===== config.mk =====
export PLATFORM = sky130hd
export DESIGN_NAME = shift_add_mul_ctrl
export DESIGN_NICKNAME = d
export VERILOG_FILES = /design/src/rtl/shift_add_mul_ctrl.sv
export SDC_FILE = /design/constraint.sdc
export NUM_CORES = 1
export LEC_CHECK = 0
export ABC_AREA = 1
export CAP_MARGIN = 30
export CORE_MARGIN = 3
export CORE_UTILIZATION = 57
export CTS_CLUSTER_DIAMETER = 200
export DETAILED_ROUTE_END_ITERATION = 12
export DONT_BUFFER_PORTS = 1
export PLACE_DENSITY_LB_ADDON = 0.12
export SLEW_MARGIN = 40
export SYNTH_ARGS = -nofsm -noshare
export SYNTH_HDL_FRONTEND = slang
export SYNTH_SLANG_ARGS = --single-unit
export TNS_END_PERCENT = 10

===== constraint.sdc =====
create_clock -name clk -period 5.65 [get_ports clk]
set_input_delay 0.2825 -clock clk [delete_from_list [all_inputs] [get_ports clk]]
set_output_delay 0.2825 -clock clk [all_outputs]
set_load 0.005 [all_outputs]

===== src/rtl/shift_add_mul_ctrl.sv =====
// Shift-and-add unsigned multiplier sharing one 16-bit ripple adder.
// Define MUL_EARLY_TERM_EN to leave RUN once no multiplier bits remain.

module Add16Bit (
  input  logic [15:0] a,
  input  logic [15:0] b,
  output logic [15:0] s
);

  wire [15:0] p;
  wire [15:0] c;
  wire [15:0] s_w;
  wire [14:0] g;
  wire [14:0] t;

  assign c[0] = 1'b0;

  genvar i;
  generate
    for (i = 0; i < 16; i++) begin : g_bit
      xor x_p (p[i], a[i], b[i]);
      xor x_s (s_w[i], p[i], c[i]);
      // top bit has no carry-out
      if (i < 15) begin : g_carry
        and a_g (g[i], a[i], b[i]);
        and a_t (t[i], p[i], c[i]);
        or  o_c (c[i+1], g[i], t[i]);
      end
    end
  endgenerate

  assign s = s_w;

endmodule

module shift_add_mul_ctrl #(
  parameter int WIDTH = 8,
  parameter int CNT_W = 4
) (
  input  logic             clk,
  input  logic             rst,
  input  logic             start,
  input  logic [WIDTH-1:0] a,
  input  logic [WIDTH-1:0] b,
  output logic             busy,
  output logic             done,
  output logic [15:0]      product
);

  typedef enum logic [1:0] {
    IDLE = 2'b00,
    RUN  = 2'b01,
    DONE = 2'b10
  } state_t;

  state_t           state;
  state_t           state_nx;
  logic [15:0]      mcand_reg;
  logic [15:0]      product_acc;
  logic [15:0]      sum;
  logic [WIDTH-1:0] mplr_reg;
  logic [WIDTH-1:0] mplr_sh;
  logic [CNT_W-1:0] count;
  logic             accept;
  logic             last;

  Add16Bit u_add (
    .a (product_acc),
    .b (mcand_reg),
    .s (sum)
  );

  assign mplr_sh = mplr_reg >> 1;
  assign accept  = start && (state == IDLE || state == DONE);

`ifdef MUL_EARLY_TERM_EN
  assign last = (count == CNT_W'(1)) || (mplr_sh == '0);
`else
  assign last = (count == CNT_W'(1));
`endif

  always_ff @(posedge clk or posedge rst) begin
    if (rst) begin
      state <= IDLE;
    end else begin
      state <= state_nx;
    end
  end

  always_comb begin
    state_nx = IDLE;
    case (state)
      IDLE:    state_nx = start ? RUN : IDLE;
      RUN:     state_nx = last ? DONE : RUN;
      DONE:    state_nx = start ? RUN : IDLE;
      default: state_nx = IDLE;
    endcase
  end

  always_ff @(posedge clk or posedge rst) begin
    if (rst) begin
      mcand_reg   <= '0;
      mplr_reg    <= '0;
      count       <= '0;
      product_acc <= '0;
    end else if (accept) begin
      mcand_reg   <= 16'(a);
      mplr_reg    <= b;
      count       <= CNT_W'(WIDTH);
      product_acc <= '0;
    end else if (state == RUN) begin
      if (mplr_reg[0]) begin
        product_acc <= sum;
      end
      mcand_reg <= mcand_reg << 1;
      mplr_reg  <= mplr_sh;
      count     <= count - CNT_W'(1);
    end
  end

  assign busy    = (state == RUN);
  assign done    = (state == DONE);
  assign product = product_acc;

endmodule

# Word level (Yosys, flattened, before mapping)
# Cells that the tools add are included.
dict set report word_totals {
  input_bits 19
  output_inout_bits 18
  word_cells 102
  regBits 46
}
dict set report op_classes {
  n_addsub 1
  n_eq_ne 3
  n_reduce_logical 7
  muxes 12
  bitwise_logic 74
}
# operator count
set op_table {}
lappend op_table {{16-bit two-way mux} 5}
lappend op_table {{1-bit XOR} 31}
lappend op_table {{1-bit AND} 29}
lappend op_table {{8-bit two-way mux} 2}
lappend op_table {{1-bit OR} 14}
lappend op_table {{4-bit two-way mux} 2}
lappend op_table {{4-bit by 1-bit == test with 1-bit output (second input constant)} 1}
lappend op_table {{2-bit one-hot mux with 2 select lines} 1}
lappend op_table {{2-bit nonzero test} 2}
lappend op_table {{4-bit by 1-bit subtractor with 4-bit output (second input constant)} 1}
lappend op_table {{2-bit by 1-bit == test with 1-bit output (second input constant)} 1}
lappend op_table {{2-bit == test (second input constant)} 1}
lappend op_table {{2-bit zero test} 1}
lappend op_table {{2-bit two-way mux} 1}
lappend op_table {{2-bit AND reduction} 1}
lappend op_table {{2-bit OR reduction} 1}
lappend op_table {{1-bit logical AND} 1}
lappend op_table {{1-bit logical OR} 1}
lappend op_table {{1-bit two-way mux} 1}

# Longest topological paths before layout
# Gate-level depths: netlist of the first run.
dict set report depth {
  word_depth 33
  mapped_depth 22
  depth_no_buf 22
}

# Modules after synthesis
# A second synthesis of the first run with hierarchy kept.
dict set report unflattened {
  hier_cells 245
  hier_area_um2 2290.9
}
# module cells_per_inst n_inst area_each_um2 seq_area_each_um2
set by_module_without_submodules {}
lappend by_module_without_submodules {shift_add_mul_ctrl 221 1 1960.6 1151.1}
lappend by_module_without_submodules {Add16Bit 24 1 330.3 0.0}

# Least setup slack after synthesis of the first run
# Ideal clock, no wire load.
dict set report synth_path {
  path_type {reg-to-reg}
  from {reg product_acc[0], in the netlist product[0]}
  to {reg product_acc[14], in the netlist product[14]}
  setup_time_ps 117
  t_arrival_ps 5804
  period_less_slack_ps 5921
  path_buffers 0
  required_ps 5533
  stages_incl_launch_ff 20
  slack_ps -271
  path_cell_list {dfrtp_1 -> ha_1 -> fa_1 -> inv_1 -> fa_1 -> fa_1 -> fa_1 -> fa_1 -> fa_1 -> fa_1 -> fa_1 -> fa_1 -> fa_1 -> fa_1 -> fa_1 -> fa_1 -> inv_1 -> fa_1 -> nand2_1 -> nand2_1}
}
dict set report synth_via {
  elab_chain_len 31
}
# item line
set synth_lines {}
lappend synth_lines {{start: declaration} 59} ;# logic [15:0] product_acc;
lappend synth_lines {{start signal: assignment} 113} ;# product_acc <= sum;
lappend synth_lines {{1-bit AND} 25} ;# and a_g (g[i], a[i], b[i]);
lappend synth_lines {{1-bit AND} 26} ;# and a_t (t[i], p[i], c[i]);
lappend synth_lines {{1-bit OR} 27} ;# or o_c (c[i+1], g[i], t[i]);
lappend synth_lines {{1-bit AND} 26}
lappend synth_lines {{1-bit OR} 27}
lappend synth_lines {{1-bit AND} 26}
lappend synth_lines {{1-bit OR} 27}
lappend synth_lines {{1-bit AND} 26}
lappend synth_lines {{[15 not listed]} -}
lappend synth_lines {{1-bit AND} 26}
lappend synth_lines {{1-bit OR} 27}
lappend synth_lines {{1-bit AND} 26}
lappend synth_lines {{1-bit OR} 27}
lappend synth_lines {{1-bit XOR} 22} ;# xor x_s (s_w[i], p[i], c[i]);
lappend synth_lines {{16-bit two-way mux} 112} ;# if (mplr_reg[0]) begin
lappend synth_lines {{16-bit two-way mux} 111} ;# end else if (state == RUN) begin
lappend synth_lines {{16-bit two-way mux} 106} ;# end else if (accept) begin
# Every way passes these cells. The select of a mux whose other input is x is not followed.
# A chain may end at the register's enable or synchronous reset.

# Final worst setup path of the first run
# Ends and elaborated chain as after synthesis.

==> run_results.csv, run 1 <==
group,metric,value,unit
run_status,run_status,"finished, violations left",
run_status,violations,"setup timing",
worst_setup_path,crit_top_cell,"fa_2",
route,wirelength,4280,um
timing,setup_ws,-0.0270,ns
synth,syn_area_per_cell,9.37,um^2
power,ir_worst_vdd,329,uV
route,wl_per_cell,13.3,um
die,ios,37,
die,die_x,72.0,um
synth,synthTopCellsByArea,"dfrtp_1, nand2_1, fa_1, inv_1, o21ai_2",
clock_tree,clk_pin_slew,0.08,ns
layout,diodes,0,
timing,min_period_over_period,100,%
die,die_h,72.0,um
clock_tree,insertion_delay,0.30,ns
die,initial_core_util,60.7,%
power,p_leak,1.32,nW
synth,syn_nets,301,
timing,slew-limit-headroom,62.5,%
worst_setup_path,crit_path_top_delay_cell,"fa_2",
timing,whs,0.103,ns
global_route,grt_pass1_vias,1789,
worst_setup_path,cp_data_required_time,5.84,ns
worst_setup_path,crit_family,"adder cells",
job,drv_cap,0,
power,p_per_area,564,nW/um^2
worst_setup_path,startpoint_type,"flip-flop",
synth,yosys_warnings,0,
synth,synthCells,265,
global_route,grt_first_pass_wirelength,7600,um
placement,dpl_worst_slack,-0.150,ns
timing,setup_viol,1,
global_route,grt_overflow,0,
synth,synth_area,2480,um^2
route,viasPerCell,5.05,
synth,ys_top_cells_by_count,"nand2_1, inv_1, dfrtp_1",
global_route,track_usage,18.9,%
timing,hold_viol_final,0,
die,die_area,5180,um^2
placement,dp_cells,310,
layout,final_nets,306,
worst_setup_path,crit_fanout,2,
route,first_pass_iters,4,
synth,yosys.area.top_type_share,46.4,%
clock_tree,numCtsBuffers,5,
synth,synth-edff-count,0,
timing,tns,-0.0270,ns
synth,synth_top_area_cell,"dfrtp_1",
timing,clock_skew,0.0144,ns
worst_setup_path,crit_path_cell_trace,"ha_1 -> fa_1 -> inv_1 -> fa_2 -> fa_2 -> fa_2 -> fa_2 -> fa_2 -> fa_2 -> fa_2 -> fa_2 -> fa_2 -> fa_2 -> fa_2 -> fa_1 -> inv_1 -> fa_2 -> nand2_1 -> nand2_1",
route,initialDrtViolationCount,71,
power,finalPower,1.48,mW
worst_setup_path,cpPeakStageDelay,0.44,ns
synth,synth.most_common_cell,"nand2_1",
layout,fin_cells,321,
global_route,grt_max_degree,47,
worst_setup_path,end_kind,"flip-flop",
route,drc,0,
worst_setup_path,criticalPathCategory,"reg2reg",
layout,design_area,2630,um^2
die,row_count,23,
timing,rsz0062_at_grt,"true",
timing,drv_slew,0,
die,core,4090,um^2
layout,fin_util,64.3,%
clock_tree,cts_sinks,46,
synth,ys_types,22,
worst_setup_path,cp.arrival,5.87,ns
layout,drive_gt1_share,17.3,%
worst_setup_path,cp_num_buf_inv,2,
clock_tree,clock_path_buffers,2,
placement,gp_congestion,0.721,
clock_tree,htreeDepth,2,
route,drtAntennaViolNets,0,
layout,area_growth,5.85,%
synth,ys_ff_latch,46,
timing,worstMarginPinSlew,0.562,ns
min_path,min_path_type,"in2reg",
synth,yosysSeqAreaShare,46.4,%
global_route,antenna_found_initial,0,
placement,io_buffers,0,
timing,fmax,176,MHz
clock_tree,tritoncts,"done",
clock_tree,ctsRootBufferMaster,"clkbuf_8",
synth,synth_ff_type,"dfrtp_1",
timing,post-route-min-period,5.68,ns
synth,ys_async_sr_fraction,100,%
route,via_count,1622,
placement,hpwl,2980,um
placement,place_area,2500,um^2
-- cell usage in the layout, fill, tap and decap left out --
cell           instances
nor2_1                 5
inv_6                  2
nand3_1               17
ha_1                   3
nand2_1               83
nor2_4                 1
nor2_8                 2
clkbuf_8               6
o22ai_1                9
clkinv_2               1
fa_1                   2
dfrtp_1               46
inv_4                  1
fa_2                  12
o21ai_0                6
o21ai_2               10
clkbuf_1               1
inv_2                  2
or2_0                  2
nand2_4                5
inv_1                 48
dlygate4sd3_1          1
nand4_1                1
buf_4                  5
-- worst reg2reg max path: stages (launching register included) --
cell and delay (ns):
dfrtp_1 0.36, ha_1 0.17, fa_1 0.16, inv_1 0.05, fa_2 0.35, fa_2 0.35
fa_2 0.36, fa_2 0.35, fa_2 0.35, fa_2 0.35, fa_2 0.35, fa_2 0.35
fa_2 0.34, fa_2 0.34, fa_2 0.34, fa_1 0.36, inv_1 0.09, fa_2 0.44
nand2_1 0.08, nand2_1 0.05
-- area by class of cell --
type / count / area (um^2)
Fill cell: 365 / 1460
Sequential cell: 46 / 1150
Multi-Input combinational cell: 158 / 1060
Inverter: 53 / 211
Clock buffer: 7 / 86.3
Tap cell: 50 / 62.6
Timing Repair Buffer: 6 / 47.5
Clock inverter: 1 / 5.00
-- power by group --
group	internal, mW	leakage (nW)	switching, mW
Combinational	0.266	0.688	0.455
Sequential	0.469	0.587	0.0890
Clock	0.0988	0.0482	0.105
-- per-layer routing --
| metal | global-route usage, % | share of wire, % | vias to the layer above |
|---|---|---|---|
| li1 | - | - | 810 |
| met1 | 23.3 | 43 | 762 |
| met2 | 31.9 | 50 | 42 |
| met3 | 4.85 | 5.3 | 8 |
| met4 | 7.72 | 1.8 | 0 |
| met5 | 0 | 0 | - |
-- logic make-up (layout without fill, tap and decap cells) --
family                     Yosys count  after routing  share of synthesized area, %
AOI/OAI and AO/OA                   25             25                          7.01
adders and majority gates           17             17                          12.8
buffers and inverters               61             67                          12.0
DFF                                 46             46                          46.4
and+or+nand+nor                    116            116                          21.8
-- repair_timing --
| item | CTS | global route |
|---|---|---|
| resized for setup | 4 | 1 |
| hold endpoints to repair | 46 | 0 |
| endpoints found under the setup margin | 2 | 2 |
| hold buffers | 1 | 0 |
| buffers inserted | 2 | 0 |
-- worst paths after layout --
path,slack (ns),to,startpoint,depth (start not counted)
setup reg to reg,-0.03,product[14],product[0],19
hold reg to reg,0.49,mplr_reg[7],mplr_reg[7],2
setup / recovery,-0.03,product[14],product[0],19
hold / removal,0.10,mplr_reg[7],b[7],2
max in group asynchronous,4.73,mcand_reg[15],rst,2
min in group asynchronous,0.52,product[2],rst,2
Note: power is estimated with default switching activity, not from simulation.
==> inputs of run 2 (changes only) <==
CORE_UTILIZATION = 59   (was 57)
CTS_BUF_LIST = sky130_fd_sc_hd__clkbuf_2 sky130_fd_sc_hd__clkbuf_4 sky130_fd_sc_hd__clkbuf_8   (was default)
==> run_results.csv, run 2 (synthesis gave the netlist of run 1 again) <==
group,metric,value,unit
timing,fmax,177,MHz
worst_setup_path,cp.arrival,5.82,ns
die,die_area,5020,um^2
clock_tree,numCtsBuffers,5,
run_status,run_status,"finished clean",
worst_setup_path,crit_path_top_delay_cell,"fa_2",
clock_tree,insertion_delay,0.28,ns
job,drv_cap,0,
clock_tree,tritoncts,"done",
route,initialDrtViolationCount,99,
power,p_int,827,uW
timing,drv_slew,0,
worst_setup_path,cpPeakStageDelay,0.42,ns
route,wl_per_cell,13.2,um
layout,diodes,0,
worst_setup_path,r2r_setup_slack,0.0007,ns
min_path,min_path_type,"in2reg",
layout,area_growth,5.44,%
die,core,3850,um^2
die,row_count,22,
power,seqPwrFrac,38.0,%
power,p_switching,638,uW
power,ir_worst_vdd,372,uV
placement,dp_cells,308,
worst_setup_path,cp_data_required_time,5.82,ns
global_route,antenna_found_initial,0,
die,die_x,70.9,um
die,initial_core_util,64.4,%
clock_tree,ctsRootBufferMaster,"clkbuf_8",
worst_setup_path,criticalPathCategory,"reg2reg",
clock_tree,clk_pin_slew,0.08,ns
placement,gp_congestion,0.756,
global_route,grt_overflow,0,
worst_setup_path,crit_top_cell,"fa_2",
route,viasPerCell,4.99,
timing,clock_skew,0.00272,ns
route,first_pass_iters,4,
placement,place_area,2500,um^2
die,ios,37,
route,drc,0,
timing,setup_viol,0,
layout,layout_common_cells,"nand2_1, inv_1, dfrtp_1",
worst_setup_path,startpoint_type,"flip-flop",
clock_tree,htreeDepth,2,
layout,final_nets,306,
global_route,grt_max_degree,47,
power,switching_share,43.6,%
timing,setup_ws,0.000664,ns
timing,slew-limit-headroom,62.5,%
worst_setup_path,end_kind,"flip-flop",
layout,fin_cells,318,
timing,hold_viol_final,0,
route,drtAntennaViolNets,0,
global_route,track_usage,18.6,%
layout,design_area,2620,um^2
route,wirelength,4190,um
worst_setup_path,crit_fanout,2,
layout,drive_gt1_share,17.4,%
timing,min_period_over_period,100,%
power,p_leak,1.32,nW
route,via_count,1587,
clock_tree,cts_sinks,46,
die,die_h,70.9,um
global_route,grt_first_pass_wirelength,7400,um
placement,hpwl,2990,um
placement,dpl_worst_slack,-0.135,ns
power,clkPwrFrac,13.1,%
clock_tree,clock_path_buffers,2,
global_route,grt_pass1_vias,1641,
placement,io_buffers,0,
power,finalPower,1.47,mW
timing,rsz0062_at_grt,"true",
power,combinationalPowerShare,48.9,%
power,p_per_area,560,nW/um^2
worst_setup_path,crit_path_cell_trace,"ha_1 -> fa_1 -> inv_1 -> fa_2 -> fa_2 -> fa_2 -> fa_2 -> fa_2 -> fa_2 -> fa_2 -> fa_2 -> fa_2 -> fa_2 -> fa_2 -> fa_1 -> inv_1 -> fa_2 -> nand2_1 -> nand2_1",
timing,worstMarginPinSlew,0.562,ns
layout,layout_commonest_cell,"nand2_1",
timing,post-route-min-period,5.65,ns
==> run 2: cell types whose count changed in the layout (fill, tap and decap cells not counted) <==
cell,change
clkbuf_4,+2
clkbuf_1,-1
clkinv_2,-1
clkbuf_8,-1
==> run 2: worst paths after layout <==
kind / startpoint / to / cells after the start
min in group asynchronous: rst / mcand_reg[15] / 2
worst max-delay path: product[0] / product[14] / 19
worst min-delay path: b[7] / mplr_reg[7] / 2
max in group asynchronous: rst / product[4] / 2
worst max register to register: product[0] / product[14] / 19
worst min register to register: mplr_reg[7] / mplr_reg[7] / 2
==> run 2: layer usage <==
layer | global-route usage (%) | part of all wire (%) | vias up
met4 | 5.01 | 0.81 | 0
met3 | 5.40 | 4.1 | 2
met1 | 24.8 | 46 | 741
met5 | 0 | 0 | -
met2 | 29.9 | 49 | 29
li1 | - | - | 815
==> run 2: power groups by stage <==
stage               Sequential [mW]  Clock [mW]  Combinational, mW
finish                        0.557       0.192              0.717
global route                  0.576       0.215              0.835
CTS                           0.558       0.198              0.724
detailed placement            0.564           0              0.715
global placement              0.560           0              0.691
floorplan                     0.545           0              0.633
==> run 2: critical path, delay by kind of cell, from the launching register on <==
family                   cells  cell delay, ns
adder cells (fa/ha/maj)     15            4.94
AND/OR/NAND/NOR              2            0.14
flip-flops                   1            0.35
buffers and inverters        2            0.13
==> run 2: what timing repair did <==
| action | 4_1_cts | 5_1_grt |
|---|---|---|
| setup endpoints to repair | 2 | 2 |
| endpoints found under the hold margin | 46 | 0 |
| gates resized for setup | 4 | 1 |
| hold buffers | 1 | 0 |
| setup buffers | 1 | 1 |
==> run 2: layout make-up <==
| cell class | instances | area (um^2) |
|---|---|---|
| clock buffer | 7 | 83.8 |
| fill | 295 | 1240 |
| inverter | 53 | 211 |
| multi-input combinational | 158 | 1060 |
| sequential | 46 | 1150 |
| tap | 48 | 60.1 |
| timing repair buffer | 6 | 47.5 |
==> run 2: through the flow <==
step | TNS [ns] | util, % | hold WS (ns)
after floorplan | 0 | - | 0.399
after CTS | 0 | 67.7 | 0.112
after global routing | -0.321 | 67.9 | 0.121
final | 0 | 67.9 | 0.121
after global placement | -0.128 | 64.7 | 0.402
after detailed placement | -0.239 | 64.8 | 0.254
==> inputs of run 3 (changes only) <==
CORE_UTILIZATION = 65   (was 59)
SYNTH_HIERARCHICAL = 1   (was default)
clock period = 5.3 ns   (was 5.65 ns; I/O delays follow)
==> run_results.csv, run 3 <==
group,metric,value,unit
route,wl_per_cell,14.9,um
clock_tree,tritoncts,"done",
placement,dpl_worst_slack,-0.478,ns
timing,post-route-min-period,5.82,ns
timing,setup_ws,-0.523,ns
clock_tree,clk_pin_slew,0.13,ns
synth,ys_async_sr_fraction,100,%
clock_tree,numCtsBuffers,5,
layout,design_area,2450,um^2
timing,hold_viol_final,0,
job,drv_cap,0,
timing,slew-limit-headroom,61.8,%
clock_tree,clock_path_buffers,2,
timing,clock_skew,0.0101,ns
layout,layout_common_cells,"nand2_1, dfrtp_1, nand3_1",
run_status,violations,"setup timing",
synth,ys_top_cells_by_count,"nand2_1, dfrtp_1, nand3_1",
worst_setup_path,cp_data_required_time,5.61,ns
clock_tree,insertion_delay,0.37,ns
worst_setup_path,crit_fanout,2,
layout,final_nets,285,
placement,hpwl,3180,um
placement,place_area,2360,um^2
synth,synth_ff_type,"dfrtp_1",
power,p_leak,1.24,nW
global_route,antenna_found_initial,0,
worst_setup_path,r2r_cells,20,
power,p_per_area,589,nW/um^2
route,initialDrtViolationCount,72,
placement,gp_congestion,0.780,
synth,synth_top_area_cell,"dfrtp_1",
global_route,grt_first_pass_wirelength,7590,um
global_route,track_usage,23.8,%
route,wirelength,4390,um
layout,fin_util,76.6,%
die,die_x,65.4,um
route,via_count,1630,
layout,layout_commonest_cell,"nand2_1",
die,ios,37,
min_path,min_path_type,"in2reg",
route,drtAntennaViolNets,0,
layout,diodes,0,
worst_setup_path,end_kind,"flip-flop",
synth,synthTopCellsByArea,"dfrtp_1, nand2_1, fa_1, nand3_1, inv_1",
global_route,grt_overflow,0,
synth,yosysSeqAreaShare,50.2,%
timing,fmax,172,MHz
synth,synthCells,245,
synth,synth-edff-count,0,
timing,drv_slew,0,
layout,area_growth,7.10,%
layout,num-fill-cells,243,
worst_setup_path,cpPeakStageDelay,0.41,ns
worst_setup_path,criticalPathCategory,"reg2reg",
route,drc,0,
die,core,3200,um^2
die,die_h,65.4,um
timing,setup_viol,3,
global_route,grt_max_degree,47,
synth,ys_types,21,
die,initial_core_util,71.5,%
global_route,grt_pass1_vias,1577,
power,finalPower,1.44,mW
clock_tree,cts_sinks,46,
clock_tree,htreeDepth,2,
placement,io_buffers,0,
min_path,holdPathStages,2,
layout,drive_gt1_share,16.4,%
timing,worstMarginPinSlew,0.573,ns
clock_tree,ctsRootBufferMaster,"clkbuf_4",
synth,synth.most_common_cell,"nand2_1",
worst_setup_path,crit_path_cell_trace,"ha_2 -> fa_2 -> fa_2 -> fa_2 -> fa_2 -> fa_2 -> fa_2 -> fa_2 -> fa_2 -> fa_2 -> fa_2 -> fa_2 -> fa_2 -> fa_2 -> fa_2 -> inv_2 -> nand3_2 -> nand2_1 -> nand2_1 -> nand2_1",
synth,yosys_warnings,6,
synth,ys_ff_latch,46,
route,viasPerCell,5.54,
worst_setup_path,crit_top_cell,"fa_2",
clock_tree,postCtsSetupBuffers,0,
worst_setup_path,startpoint_type,"flip-flop",
timing,rsz0062_at_grt,"true",
synth,syn_nets,281,
run_status,run_status,"finished, violations left",
synth,yosys.area.top_type_share,50.2,%
route,first_pass_iters,4,
die,row_count,20,
synth,synth_area,2290,um^2
power,ir_worst_vdd,375,uV
die,die_area,4270,um^2
synth,syn_area_per_cell,9.35,um^2
worst_setup_path,cp.arrival,6.13,ns
worst_setup_path,crit_path_top_delay_cell,"dfrtp_1",
timing,min_period_over_period,110,%
run 3: final timing paths:
| path | to | slack [ns] | startpoint |
|---|---|---|---|
| worst max-delay path | product[15] | -0.52 | product[0] |
| worst min-delay path | mplr_reg[1] | 0.03 | b[1] |
| worst max register to register | product[15] | -0.52 | product[0] |
| worst min register to register | mplr_reg[1] | 0.50 | mplr_reg[1] |
| max in group asynchronous | mplr_reg[3] | 4.43 | rst |
| min in group asynchronous | mcand_reg[15] | 0.47 | rst |
run 3: worst max-delay path, delay by kind of cell, from the launching register on:
kind                       cells  cell delay, ns
adders and majority gates     15            5.03
DFF                            1            0.41
and+or+nand+nor                4            0.26
buffers and inverters          1            0.06
run 3: where the power goes:
part | switching (mW) | internal [mW]
combinational | 0.372 | 0.226
clock | 0.113 | 0.0978
sequential | 0.141 | 0.494
total | 0.626 | 0.818
run 3: per-layer routing:
layer  track usage (%)  part of all wire (%)  vias up
met1              32.1                    42      786
li1                  -                     -      778
met4              6.74                  0.98        0
met2              38.3                    50       61
met3              6.50                   7.1        5
met5                 0                     0        -
run 3: layout make-up:
class	instances	area [um^2]	area share (%)
Clock buffer	5	37.5	1.53
Clock inverter	3	40.0	1.63
Inverter	20	80.1	3.26
Multi-Input combinational cell	170	1040	42.5
Sequential cell	46	1150	46.9
Tap cell	44	55.1	2.24
Timing Repair Buffer	6	47.5	1.94
run 3: cells by family after synthesis:
group           after synthesis  synth area share, %
simple gates                138                 25.9
xor+xnor                      1                0.382
fa+ha+maj                    17                 13.9
flops                        46                 50.2
compound gates               14                 3.44
buf+inv                      29                 6.12
run 3: through the flow:
stage / hold WS (ns) / setup TNS [ns] / instances
final: 0.0303 / -1.12 / 294
after CTS: 0.0277 / -1.15 / 294
after floorplan: 0.382 / -0.707 / 245
after detailed placement: 0.323 / -1.05 / 285
after global placement: 0.319 / -0.834 / 285
after global routing: 0.0143 / -1.55 / 294
run 3: repair_timing:
item	CTS	global route
hold buffers	1	0
gates resized for setup	2	0
pin swaps	3	0
endpoints found under the setup margin	3	3
hold endpoints to repair	46	0
